## config.mk

```make
export PLATFORM = sky130hd
export DESIGN_NAME = ex_muldiv
export DESIGN_NICKNAME = d
export VERILOG_FILES = /design/src/rtl/ex_muldiv.sv
export SDC_FILE = /design/constraint.sdc
export NUM_CORES = 1
export LEC_CHECK = 0
export ABC_CLOCK_PERIOD_IN_PS = 3580
export BUFFER_PORTS_ARGS = -buffer_cell sky130_fd_sc_hd__clkbuf_2
export CAP_MARGIN = 20
export CORE_MARGIN = 3
export CORE_UTILIZATION = 50
export DETAILED_ROUTE_END_ITERATION = 6
export PLACE_DENSITY = 0.69
export SETUP_SLACK_MARGIN = 0.15
export SYNTH_ARGS = -nofsm -noshare
export SYNTH_HDL_FRONTEND = slang
export SYNTH_SLANG_ARGS = --single-unit
```

## constraint.sdc

```tcl
create_clock -name clk -period 3.58 [get_ports clk]
set_input_delay 0.537 -clock clk [delete_from_list [all_inputs] [get_ports clk]]
set_output_delay 0.537 -clock clk [all_outputs]
set_load 0.02 [all_outputs]
```

## src/rtl/ex_muldiv.sv

```systemverilog
// ex_muldiv: EX-stage iterative multiply/divide unit owning architectural HI/LO.
// Decodes SPECIAL (opcode 0) MFHI/MTHI/MFLO/MTLO/MULT/MULTU/DIV/DIVU directly from ID/EX.
// Ports:
//   clk, rst        rising-edge clock, synchronous active-high reset
//   flush           kill the instruction currently in EX
//   opcode, func    instruction fields from ID/EX
//   rs_data,rt_data forwarded source operands
//   stall           hold IF/ID and ID/EX while a HI/LO access waits on a running op
//   busy            iterative op in flight
//   hi, lo          architectural HI/LO
//   mf_data         HI for MFHI, LO for MFLO, otherwise zero
module ex_muldiv #(
    parameter int unsigned WIDTH = 32
) (
    input  logic             clk,
    input  logic             rst,
    input  logic             flush,
    input  logic [5:0]       opcode,
    input  logic [5:0]       func,
    input  logic [WIDTH-1:0] rs_data,
    input  logic [WIDTH-1:0] rt_data,
    output logic             stall,
    output logic             busy,
    output logic [WIDTH-1:0] hi,
    output logic [WIDTH-1:0] lo,
    output logic [WIDTH-1:0] mf_data
);

    localparam int unsigned CW = (WIDTH > 1) ? $clog2(WIDTH) : 1;

    typedef enum logic [1:0] {IDLE, MUL, DIV, FIX} state_t;

    state_t             state;
    logic [CW-1:0]      count;
    logic [2*WIDTH-1:0] prod;       // multiply: {partial sum, remaining multiplier bits}
    logic [WIDTH-1:0]   rem;        // divide: partial remainder
    logic [WIDTH-1:0]   quo;        // divide: dividend bits shifting out, quotient bits in
    logic [WIDTH-1:0]   opb;        // multiplicand or divisor magnitude
    logic               is_div;
    logic               neg_q;      // product/quotient must be negated
    logic               neg_r;      // remainder takes negative dividend sign
    logic               div_zero;

    logic is_r, mfhi, mthi, mflo, mtlo, mul_s, mul_u, div_s, div_u;
    logic sign_op, muldiv_op, hilo_op, issue, last;
    logic [WIDTH-1:0]   abs_a, abs_b;
    logic [WIDTH:0]     mul_sum;
    logic [WIDTH:0]     shifted, diff;
    logic               ge;
    logic [2*WIDTH-1:0] prod_fix;

    assign is_r  = (opcode == 6'h00);
    assign mfhi  = is_r && (func == 6'h10);
    assign mthi  = is_r && (func == 6'h11);
    assign mflo  = is_r && (func == 6'h12);
    assign mtlo  = is_r && (func == 6'h13);
    assign mul_s = is_r && (func == 6'h18);
    assign mul_u = is_r && (func == 6'h19);
    assign div_s = is_r && (func == 6'h1A);
    assign div_u = is_r && (func == 6'h1B);

    assign sign_op   = mul_s | div_s;
    assign muldiv_op = mul_s | mul_u | div_s | div_u;
    assign hilo_op   = mfhi | mthi | mflo | mtlo | muldiv_op;

    assign stall   = busy & hilo_op & ~flush;
    assign issue   = (state == IDLE) & hilo_op & ~flush;
    assign mf_data = mfhi ? hi : (mflo ? lo : '0);

    assign abs_a = (sign_op && rs_data[WIDTH-1]) ? -rs_data : rs_data;
    assign abs_b = (sign_op && rt_data[WIDTH-1]) ? -rt_data : rt_data;

    assign mul_sum = {1'b0, prod[2*WIDTH-1:WIDTH]} + (prod[0] ? {1'b0, opb} : '0);

    // Partial remainder is always below the divisor, so bit WIDTH of the trial
    // difference is exactly the borrow: clear means the subtraction is kept.
    assign shifted = {rem, quo[WIDTH-1]};
    assign diff    = shifted - {1'b0, opb};
    assign ge      = ~diff[WIDTH];

    assign prod_fix = neg_q ? -prod : prod;
    assign last     = (count == CW'(WIDTH - 1));

    always_ff @(posedge clk) begin
        if (rst) begin
            state    <= IDLE;
            busy     <= 1'b0;
            hi       <= '0;
            lo       <= '0;
            count    <= '0;
            prod     <= '0;
            rem      <= '0;
            quo      <= '0;
            opb      <= '0;
            is_div   <= 1'b0;
            neg_q    <= 1'b0;
            neg_r    <= 1'b0;
            div_zero <= 1'b0;
        end else begin
            case (state)
                IDLE: begin
                    if (issue) begin
                        if (mthi) hi <= rs_data;
                        if (mtlo) lo <= rs_data;
                        if (muldiv_op) begin
                            opb      <= abs_b;
                            count    <= '0;
                            busy     <= 1'b1;
                            neg_q    <= sign_op && (rs_data[WIDTH-1] ^ rt_data[WIDTH-1]);
                            neg_r    <= div_s && rs_data[WIDTH-1];
                            div_zero <= (rt_data == '0);
                            if (mul_s || mul_u) begin
                                prod   <= {{WIDTH{1'b0}}, abs_a};
                                is_div <= 1'b0;
                                state  <= MUL;
                            end else begin
                                quo    <= abs_a;
                                rem    <= '0;
                                is_div <= 1'b1;
                                state  <= DIV;
                            end
                        end
                    end
                end
                MUL: begin
                    prod  <= {mul_sum, prod[WIDTH-1:1]};
                    count <= count + 1'b1;
                    if (last) state <= FIX;
                end
                DIV: begin
                    rem   <= ge ? diff[WIDTH-1:0] : shifted[WIDTH-1:0];
                    quo   <= {quo[WIDTH-2:0], ge};
                    count <= count + 1'b1;
                    if (last) state <= FIX;
                end
                FIX: begin
                    state <= IDLE;
                    busy  <= 1'b0;
                    if (is_div) begin
                        // Zero divisor: quotient forced to all ones; remainder with the
                        // dividend sign reproduces rs unchanged.
                        lo <= div_zero ? '1 : (neg_q ? -quo : quo);
                        hi <= neg_r ? -rem : rem;
                    end else begin
                        {hi, lo} <= prod_fix;
                    end
                end
                default: state <= IDLE;
            endcase
        end
    end

endmodule

```

After elaboration in Yosys (flattened, before gate mapping)
Cells that the tools add are included.

storage, ports and cells
  bits in registers = 236
  bits of input ports = 79
  word-level logic and storage cells = 126

cells by class
  add/sub/neg operators = 8
  eq/ne operators = 19
  muxes and demuxes = 42
  bitwise gates (word level) = 15
  reduce and logical (&&, ||, !) cells = 29

operator list
  operator                                             count
  2-to-1 mux 32 bit                                    21
  2-to-1 mux 64 bit                                    4
  one-hot mux 32 bit (2 select lines)                  4
  negator 32 bit                                       4
  one-hot mux 64 bit (2 select lines)                  1
  negator 64 bit                                       1
  equality test 6 x 5 -> 1 bit, second input constant  8
  adder 32 x 32 -> 33 bit                              1
  subtractor 33 x 32 -> 33 bit                         1
  logical NOT 32 bit                                   1
  AND reduction 3 bit                                  6
  logical AND 1 bit                                    12
  2-to-1 mux 5 bit                                     2
  inequality test 2 bit, second input constant         5
  one-hot mux 5 bit (2 select lines)                   1
  2-to-1 mux 2 bit                                     4
  bitwise OR 1 bit                                     8
  AND reduction 4 bit                                  2
  nonzero test 2 bit                                   4
  logical NOT 6 bit                                    1
  one-hot mux 2 bit (3 select lines)                   1
  adder 5 x 1 -> 5 bit, second input constant          1
  equality test 5 bit, second input constant           1
  AND 1 bit                                            4
  other kinds (10)                                     15

Depth between registers and ports, before layout
Gate-level depths: netlist of the first run.

  word-level depth = 10
  gate-level depth with buffers = 14
  depth with buffers taken out = 13

Worst setup path after synthesis of the first run
Ideal clock, no wire load.

  path kind = input port to flip-flop
  start = input port rt_data[18]
  end = register opb[30]
  arrival = 3.011 ns
  path slack = 0.483 ns
  cell stages on the path = 8
  path buffers = 0
  path through = or4_4 -> or3_4 -> or4_4 -> or4_4 -> nor4_4 -> a21oi_1 -> xnor2_1 -> a211oi_1

on the way
  cells in the longest elaborated chain, start to end = 2

ends and longest elaborated chain
  item                  line  RTL
  start, declared       21    input logic [WIDTH-1:0] rt_data,
  negator 32 bit        71    assign abs_b = (sign_op && rt_data[WIDTH-1]) ? -rt_data : rt_data;
  2-to-1 mux 32 bit     71
  end signal, assigned  106   opb <= abs_b;
  end, declared         38    logic [WIDTH-1:0] opb;

Every way passes these cells.
A chain may end at the register's enable or synchronous reset.

Worst setup path in the final report of the first run
  start = register prod[0]
  end = register prod[59]

on the way
  cells in the longest elaborated chain, start to end = 3

ends and longest elaborated chain
  item                                 line  RTL
  start, declared                      35    logic [2*WIDTH-1:0] prod;
  start signal, assigned               113   prod <= {{WIDTH{1'b0}}, abs_a};
  start signal, assigned               126   prod <= {mul_sum, prod[WIDTH-1:1]};
  2-to-1 mux 32 bit                    73    assign mul_sum = {1'b0, prod[2*WIDTH-1:WIDTH]} + (prod[0] ? {1'b0, opb} : '0);
  adder 32 x 32 -> 33 bit              73
  one-hot mux 64 bit (2 select lines)  100   case (state)

Every way passes these cells.

==> flow_summary_export.csv, run 1 <==
group,metric,value,unit
run_status,status,"completed",
global_routing,gr-total-overflow,0,
routing,drt_wl_total,65540,um
timing,fmax,299.2,MHz
critical_path,path_class,"register to register",
global_routing,grt_pass1_vias,18230,
timing,setup_viol,0,
die,initial_utilization,51.11,%
timing,rsz0062_at_grt,"yes",
synth,synth_area_per_cell,7.485,um^2
critical_path,reg2reg_slack,0.24,ns
cts,cts_sinks,236,
timing,slew_headroom,32.95,%
global_routing,antenna_found_initial,1,
power,leakagePower,8.291,nW
synth,ys_types,78,
die,die_width,194.6,um
cts,root_buffer,"clkbuf_16",
synth,synth_edf_count,0,
placement,gp_congestion,0.9394,
global_routing,grt_pass1_wl,101900,um
timing,hold_viol_final,0,
timing,hold_slack,0.2477,ns
global_routing,use_met3,5.478,%
placement,placedCellCount,2954,
synth,syn_inst,2376,
critical_path,path_max_fanout,29,
timing,setup_ws,0.2377,ns
cts,numCtsBuffers,29,
synth,yosysWarnings,0,
layout,area_growth_syn_to_layout,15.76,%
routing,route.antenna.remaining_nets,0,
critical_path,worstPathArrival,3.79,ns
cts,clkLatencyLatePin,0.58,ns
global_routing,grt_usage,32.93,%
routing,drt_first_pass_iters,5,
synth,synth_area,17780,um^2
power,irDropWorstVdd,429.6,uV
routing,first_iter_violations,1906,
global_routing,grt_start_max_net_pins,110,
die,placementRows,68,
routing,wl_per_cell,21.78,um
timing,worst_pin_slew,1.006,ns
layout,layout-drive-gt1-share,15.12,%
routing,vias_per_cell,6.403,
critical_path,crit_chain,"inv_1, buf_12, nor2_1, ha_1, nand2_1, nor3b_1, a211o_1, a21oi_1, o21ai_0, o211ai_1, a21oi_1, buf_4, o21ai_0, a32o_1",
timing,layout_worst_path_cycle_share,93.36,%
cts,path_clk_slew,0.06,ns
timing,drv_slew,0,
placement,hpwl,48940,um
timing,timing.setup.tns,0,ns
global_routing,met2_usage,54.62,%
synth,ys_seq_area_share,26.57,%
die,die_y,194.6,um
synth,synth-async-reset-ratio,0,%
cts,cts_buffer_depth,3,
critical_path,cp-end-kind,"register",
layout,nets,2687,
routing,vias,19270,
synth,synth_fp_nets,2533,
global_routing,grtUsageMet1,42.37,%
job,drv_cap,0,
critical_path,critPathMaxStageDelay,0.47,ns
die,dieArea,37870,um^2
power,powerDensity,411.3,nW/um^2
cts,cts_tree,"done",
global_routing,gr-max-usage-layer,"met2",
critical_path,worstPathRequired,4.03,ns
cts,htree_levels,1,
die,core_area,34800,um^2
routing,drc,0,
critical_path,critPathLaunchType,"register",
timing,fin_skew,0.02182,ns
placement,io_buffers,176,
critical_path,crit_slowest_cell,"o21ai_0",
synth,synth_flop_cell,"dfxtp_1",
synth,synth-seq-cells,236,
cts,cts_setup_buffers,0,
timing,layout_min_cycle_time,3.342,ns
die,pin_count,177,
placement,dp_slack,0.1610,ns
layout,fin_cells,3009,
worst_hold_path,hp-class,"primary input to register",
power,fin_total_pwr,8.468,mW
[timing repair]
| item | 4_1_cts | 5_1_grt |
|---|---|---|
| hold buffers | 0 | 0 |
| resized for setup | 1 | 11 |
| pin swaps | 0 | 1 |
| endpoints found under the setup margin | 1 | 16 |
[worst paths after layout]
check                        from  depth (start not counted)                    end
min                    rt_data[0]                          3    opb[0]$_SDFFE_PP0P_
min reg2reg  opb[31]$_SDFFE_PP0P_                          2   opb[31]$_SDFFE_PP0P_
max          prod[0]$_SDFFE_PP0P_                         14  prod[59]$_SDFFE_PP0P_
max reg2reg  prod[0]$_SDFFE_PP0P_                         14  prod[59]$_SDFFE_PP0P_
[critical path, delay by kind of cell, from the launching register on]
family | cells | cell delay, ns
adder cells (fa/ha/maj) | 1 | 0.37
flip-flops | 1 | 0.36
buffers and inverters | 3 | 0.56
AND/OR/NAND/NOR | 3 | 0.41
AO/OA/AOI/OAI | 7 | 1.50
[flip-flops by register name, indices dropped and copies added, names as in the netlist]
register  flops
neg_r         1
is_div        1
rem          32
lo           32
div_zero      1
count         5
state         2
hi           32
quo          32
prod         64
opb          32
busy          1
neg_q         1
[stage by stage]
step	cell area [um^2]	utilization (%)
after floorplan	17780	-
after detailed placement	19550	56.18
after CTS	20540	59.04
final	20590	59.16
after global placement	19550	56.18
after global routing	20580	59.15
[where the power goes]
group,internal (mW),total (mW),switching [mW]
Clock,1.84,3.07,1.24
Combinational,0.768,2.52,1.75
Sequential,2.73,2.88,0.146
Total,5.34,8.47,3.13
[placed cells by master (no fill, tap or decap), types with 12 or more instances in the layout]
| cell | n |
|---|---|
| a211oi_1 | 69 |
| a21o_1 | 35 |
| a21oi_1 | 149 |
| a221oi_1 | 29 |
| a22o_1 | 37 |
| a311oi_1 | 32 |
| a31oi_1 | 25 |
| and3_1 | 21 |
| buf_4 | 97 |
| clkbuf_16 | 29 |
| clkbuf_2 | 175 |
| clkinv_2 | 12 |
| dfxtp_1 | 233 |
| ha_1 | 75 |
| inv_1 | 75 |
| mux2i_1 | 17 |
| nand2_1 | 232 |
| nand2b_1 | 22 |
| nand3_1 | 50 |
| nand4_1 | 12 |
| nor2_1 | 246 |
| nor3_1 | 51 |
| o211ai_1 | 15 |
| o21ai_0 | 215 |
| o221ai_1 | 33 |
| o31ai_1 | 45 |
| o41ai_1 | 29 |
| or2_2 | 16 |
| or3_1 | 59 |
| or4_1 | 24 |
| xnor2_1 | 131 |
| xor2_1 | 92 |
[cell usage after synthesis, drive strengths merged (3+ instances only)]
library cell | instances | area share, %
nand2b | 22 | 0.77
o221ai | 33 | 1.6
mux2i | 17 | 0.96
a22o | 37 | 1.8
o22ai | 11 | 0.39
a2111oi | 3 | 0.15
nor3b | 3 | 0.15
a311oi | 32 | 1.6
or4 | 29 | 1.3
o211ai | 15 | 0.63
a22oi | 10 | 0.42
a211oi | 70 | 3.0
nor4b | 3 | 0.22
o21bai | 6 | 0.25
o31ai | 45 | 1.9
buf | 11 | 0.26
o21ai | 218 | 6.1
nand3 | 50 | 1.4
nor2 | 248 | 5.3
a21oi | 154 | 4.4
nor4 | 16 | 0.68
a32oi | 4 | 0.20
clkbuf | 144 | 3.0
and2 | 5 | 0.18
a31oi | 26 | 0.91
inv | 75 | 1.6
o41ai | 31 | 1.6
a32o | 5 | 0.28
nand4 | 12 | 0.42
nor3 | 53 | 1.5
nand2 | 232 | 4.9
o31a | 4 | 0.20
nor2b | 10 | 0.35
and3 | 21 | 0.74
xnor2 | 132 | 6.5
a221oi | 29 | 1.4
or3 | 60 | 2.1
or2 | 16 | 0.56
ha | 76 | 5.3
xor2 | 92 | 4.5
o21a | 10 | 0.42
a211o | 5 | 0.25
a21boi | 6 | 0.25
dfxtp | 236 | 27
a21o | 35 | 1.5
[per-layer routing]
| layer | up-vias | routed length (um) |
|---|---|---|
| met1 | 9066 | 26900 |
| li1 | 9054 | - |
| met3 | 178 | 5422 |
| met5 | - | 0 |
| met2 | 969 | 30140 |
| met4 | 0 | 3071 |
[logic make-up after synthesis]
group / after synthesis / synth area share [%]
simple gates: 785 / 20.91
flops: 236 / 26.57
xor+xnor: 224 / 11.03
buf+inv: 232 / 4.925
compound gates: 803 / 29.98
mux: 18 / 1.020
fa+ha+maj: 78 / 5.572
[layout make-up]
cell class / count / area (um^2)
clock inverter: 16 / 158.9
antenna: 1 / 2.502
inverter: 77 / 289.0
clock buffer: 38 / 829.5
fill: 3246 / 14210
sequential: 236 / 4728
multi-input combinational: 1908 / 12290
timing repair buffer: 278 / 1715
tap: 455 / 569.3
(Power assumes the default switching activity.)
==> run 2: changes to the inputs <==
--- a/config.mk
+++ b/config.mk
@@ -5,13 +5,15 @@
 export SDC_FILE = /design/constraint.sdc
 export NUM_CORES = 1
 export LEC_CHECK = 0
+export ABC_AREA = 1
 export ABC_CLOCK_PERIOD_IN_PS = 3580
 export BUFFER_PORTS_ARGS = -buffer_cell sky130_fd_sc_hd__clkbuf_2
 export CAP_MARGIN = 20
 export CORE_MARGIN = 3
 export CORE_UTILIZATION = 50
 export DETAILED_ROUTE_END_ITERATION = 6
-export PLACE_DENSITY = 0.69
+export PLACE_DENSITY = 0.68
+export REMOVE_ABC_BUFFERS = 1
 export SETUP_SLACK_MARGIN = 0.15
 export SYNTH_ARGS = -nofsm -noshare
 export SYNTH_HDL_FRONTEND = slang
==> run 2 against run 1 <==
Die area grew 23%. Critical path depth grew 2. Sequential share of layout area shrank 3.5 points. Core utilization shrank 3.0 points. Global-route usage grew 5.2 points. Sequential cell count is the same. Combinational power grew to 5.5 times the previous value. Critical path type unchanged. Highest routed layer is now met5.
==> flow_summary_export.csv, run 2 <==
group,metric,value,unit
timing,rsz0062_at_grt,"no",
timing,fmax,334.7,MHz
cts,holdBufCountCts,0,
cts,cts_sinks,236,
layout,nets,4182,
timing,hold_slack,0.2650,ns
power,fin_total_pwr,20.11,mW
placement,placedCellCount,4578,
synth,ys_seq_area_share,21.54,%
cts,cts_setup_buffers,0,
critical_path,crit_chain,"inv_1, ha_1, fa_1, inv_1, nand2_1, nand2_1, nand3_1, nand2_1, nand2_1, nand2_1, nand2_2, nand3_1, nand2_2, nand2_1, nand3_1, a21oi_1",
timing,setup_ws,0.5923,ns
layout,layout-drive-gt1-share,8.080,%
routing,drt_wl_total,91820,um
critical_path,path_class,"register to register",
critical_path,path_common_cell,"nand2_1",
routing,first_iter_violations,3084,
synth,synth_flop_cell,"dfxtp_1",
routing,vias_per_cell,5.720,
power,irDropWorstVdd,1304,uV
routing,route.antenna.remaining_nets,0,
power,leakagePower,12.52,nW
global_routing,grt_start_max_net_pins,89,
timing,fin_skew,0.01512,ns
cts,postCtsResizedCells,0,
critical_path,crit_path_start,"quo[31]$_SDFFE_PP0P_",
timing,slew_headroom,34.46,%
die,dieArea,46420,um^2
placement,dp_slack,0.6565,ns
global_routing,grt_usage,38.15,%
run_status,status,"completed",
layout,fin_cells,4632,
critical_path,regToRegEndpoint,"rem[14]$_SDFFE_PP0P_",
routing,wl_per_cell,19.82,um
synth,yosysTopAreaCell,"dfxtp_1",
global_routing,met2_usage,60.72,%
timing,hold_viol_final,0,
layout,antennaDiodeCount,0,
cts,clkLatencyLatePin,0.58,ns
critical_path,reg2reg_slack,0.59,ns
die,die_width,215.5,um
global_routing,gr-max-usage-layer,"met2",
synth,synth-seq-cells,236,
routing,drc,0,
worst_hold_path,hp-start,"rt_data[25]",
synth,synth_area_per_cell,5.584,um^2
cts,path_clk_slew,0.06,ns
cts,htree_levels,1,
job,drv_cap,0,
layout,area_growth_syn_to_layout,10.56,%
synth,synth_area,21930,um^2
critical_path,worstPathArrival,3.48,ns
global_routing,use_met3,5.097,%
placement,hpwl,72240,um
worst_hold_path,hold_depth,4,
die,placementRows,76,
timing,layout_worst_path_cycle_share,83.46,%
routing,drt_first_pass_iters,6,
synth,ys_top_cells_by_count,"nand2_1 (1,050), nor2_1 (530), inv_1 (475)",
layout,final_cell_mix,"nand2_1 (1,050), nor2_1 (530), inv_1 (474)",
global_routing,gr-total-overflow,0,
routing,vias,26500,
global_routing,grt_pass1_vias,24150,
synth,synthMostInstantiatedCell,"nand2_1",
cts,cts_tree,"done",
critical_path,path_max_fanout,15,
layout,largest-register,"prod",
synth,synthTopCellsByArea,"dfxtp_1 (22%), nand2_1 (18%), nand3_1 (9.3%)",
die,die_y,215.5,um
global_routing,grt_pass1_wl,140400,um
cts,cts_buffer_depth,3,
die,pin_count,177,
placement,gp_congestion,1.029,
placement,io_buffers,176,
timing,layout_min_cycle_time,2.988,ns
critical_path,reg2reg_from,"quo[31]$_SDFFE_PP0P_",
layout,postLayoutCoreUtil,56.18,%
critical_path,cp-end-kind,"register",
critical_path,worstPathRequired,4.07,ns
synth,synth_top_area_share,21.54,%
layout,largest_reg_flops,64,
synth,synth-async-reset-ratio,0,%
synth,yosysWarnings,0,
synth,synth_edf_count,0,
critical_path,critPathMaxStageDelay,0.40,ns
critical_path,crit_slowest_cell,"fa_1",
worst_hold_path,hold_end,"opb[25]$_SDFFE_PP0P_",
die,core_area,43170,um^2
worst_hold_path,hp-class,"primary input to register",
global_routing,antenna_found_initial,2,
cts,numCtsBuffers,29,
power,powerDensity,829.1,nW/um^2
timing,setup_viol,0,
synth,syn_inst,3928,
synth,ys_types,51,
layout,final_common_cell,"nand2_1",
global_routing,grtUsageMet1,49.57,%
critical_path,critPathLaunchType,"register",
cts,root_buffer,"clkbuf_16",
die,initial_utilization,50.81,%
critical_path,rr_worst_depth,16,
timing,worst_pin_slew,0.9820,ns
timing,drv_slew,0,
## run 2: changes by cell type in the layout (fill, tap and decap cells not counted), moves of 44 or more
cell,change
nand3_1,+356
or3_1,-59
o31ai_1,-44
inv_1,+399
o21ai_0,+85
a211oi_1,-67
a21oi_1,+177
nor2_1,+284
nand2_1,+818
buf_4,-59
xnor2_1,-115
## run 2: cell families (layout without fill, tap and decap cells)
kind of cell    Yosys count  count (layout)  synth area share [%]
fa+ha+maj                78              78                 4.518
xor+xnor                 76              76                 3.035
compound gates          732             732                 17.89
buf+inv                 642             761                 11.43
simple gates           2164            2164                 41.59
flops                   236             236                 21.54
## run 2: through the flow
step	area, um^2	TNS, ns
floorplan	21270	-35.98
global placement	23240	0
CTS	24230	0
finish	24250	0
detailed placement	23240	0
global route	24250	0
## run 2: area by class of cell
type / instances / area (um^2)
repair buffers: 217 / 1241
flip-flops and latches: 236 / 4726
multi-input cells: 3050 / 14720
well taps: 585 / 732.0
fillers: 4726 / 18920
inverters: 491 / 1847
clock inverters: 11 / 165.2
clock buffers: 42 / 824.5
## run 2: critical path, delay by kind of cell (launching register included)
family / cells / cell delay [ns]
AND/OR/NAND/NOR: 11 / 1.48
adder cells (fa/ha/maj): 2 / 0.65
flip-flops: 1 / 0.36
buffers and inverters: 2 / 0.26
AO/OA/AOI/OAI: 1 / 0.16
## run 2: worst max path at each step
stage	end	cells after the start
after floorplan	lo[19]$_SDFFE_PP0P_	6
after global placement	quo[1]$_SDFFE_PP0P_	11
after detailed placement	prod[57]$_SDFFE_PP0P_	17
after CTS	prod[57]$_SDFFE_PP0P_	17
after global routing	rem[11]$_SDFFE_PP0P_	16
final	rem[14]$_SDFFE_PP0P_	16
## run 2: layer usage
layer	up-vias	share of wire (%)	routed length, um
met5	-	0.025	23
met1	11870	41	37390
met2	1363	43	39930
met4	4	7.0	6447
met3	289	8.7	8019
li1	12970	-	-
## run 2: power by group
group          leakage (nW)  switching, mW  internal, mW  total [mW]
Sequential             1.90          0.349          2.86        3.21
Combinational          10.1           9.51          4.24        13.8
Clock                 0.472           1.27          1.88        3.15
Total                  12.5           11.1          8.98        20.1
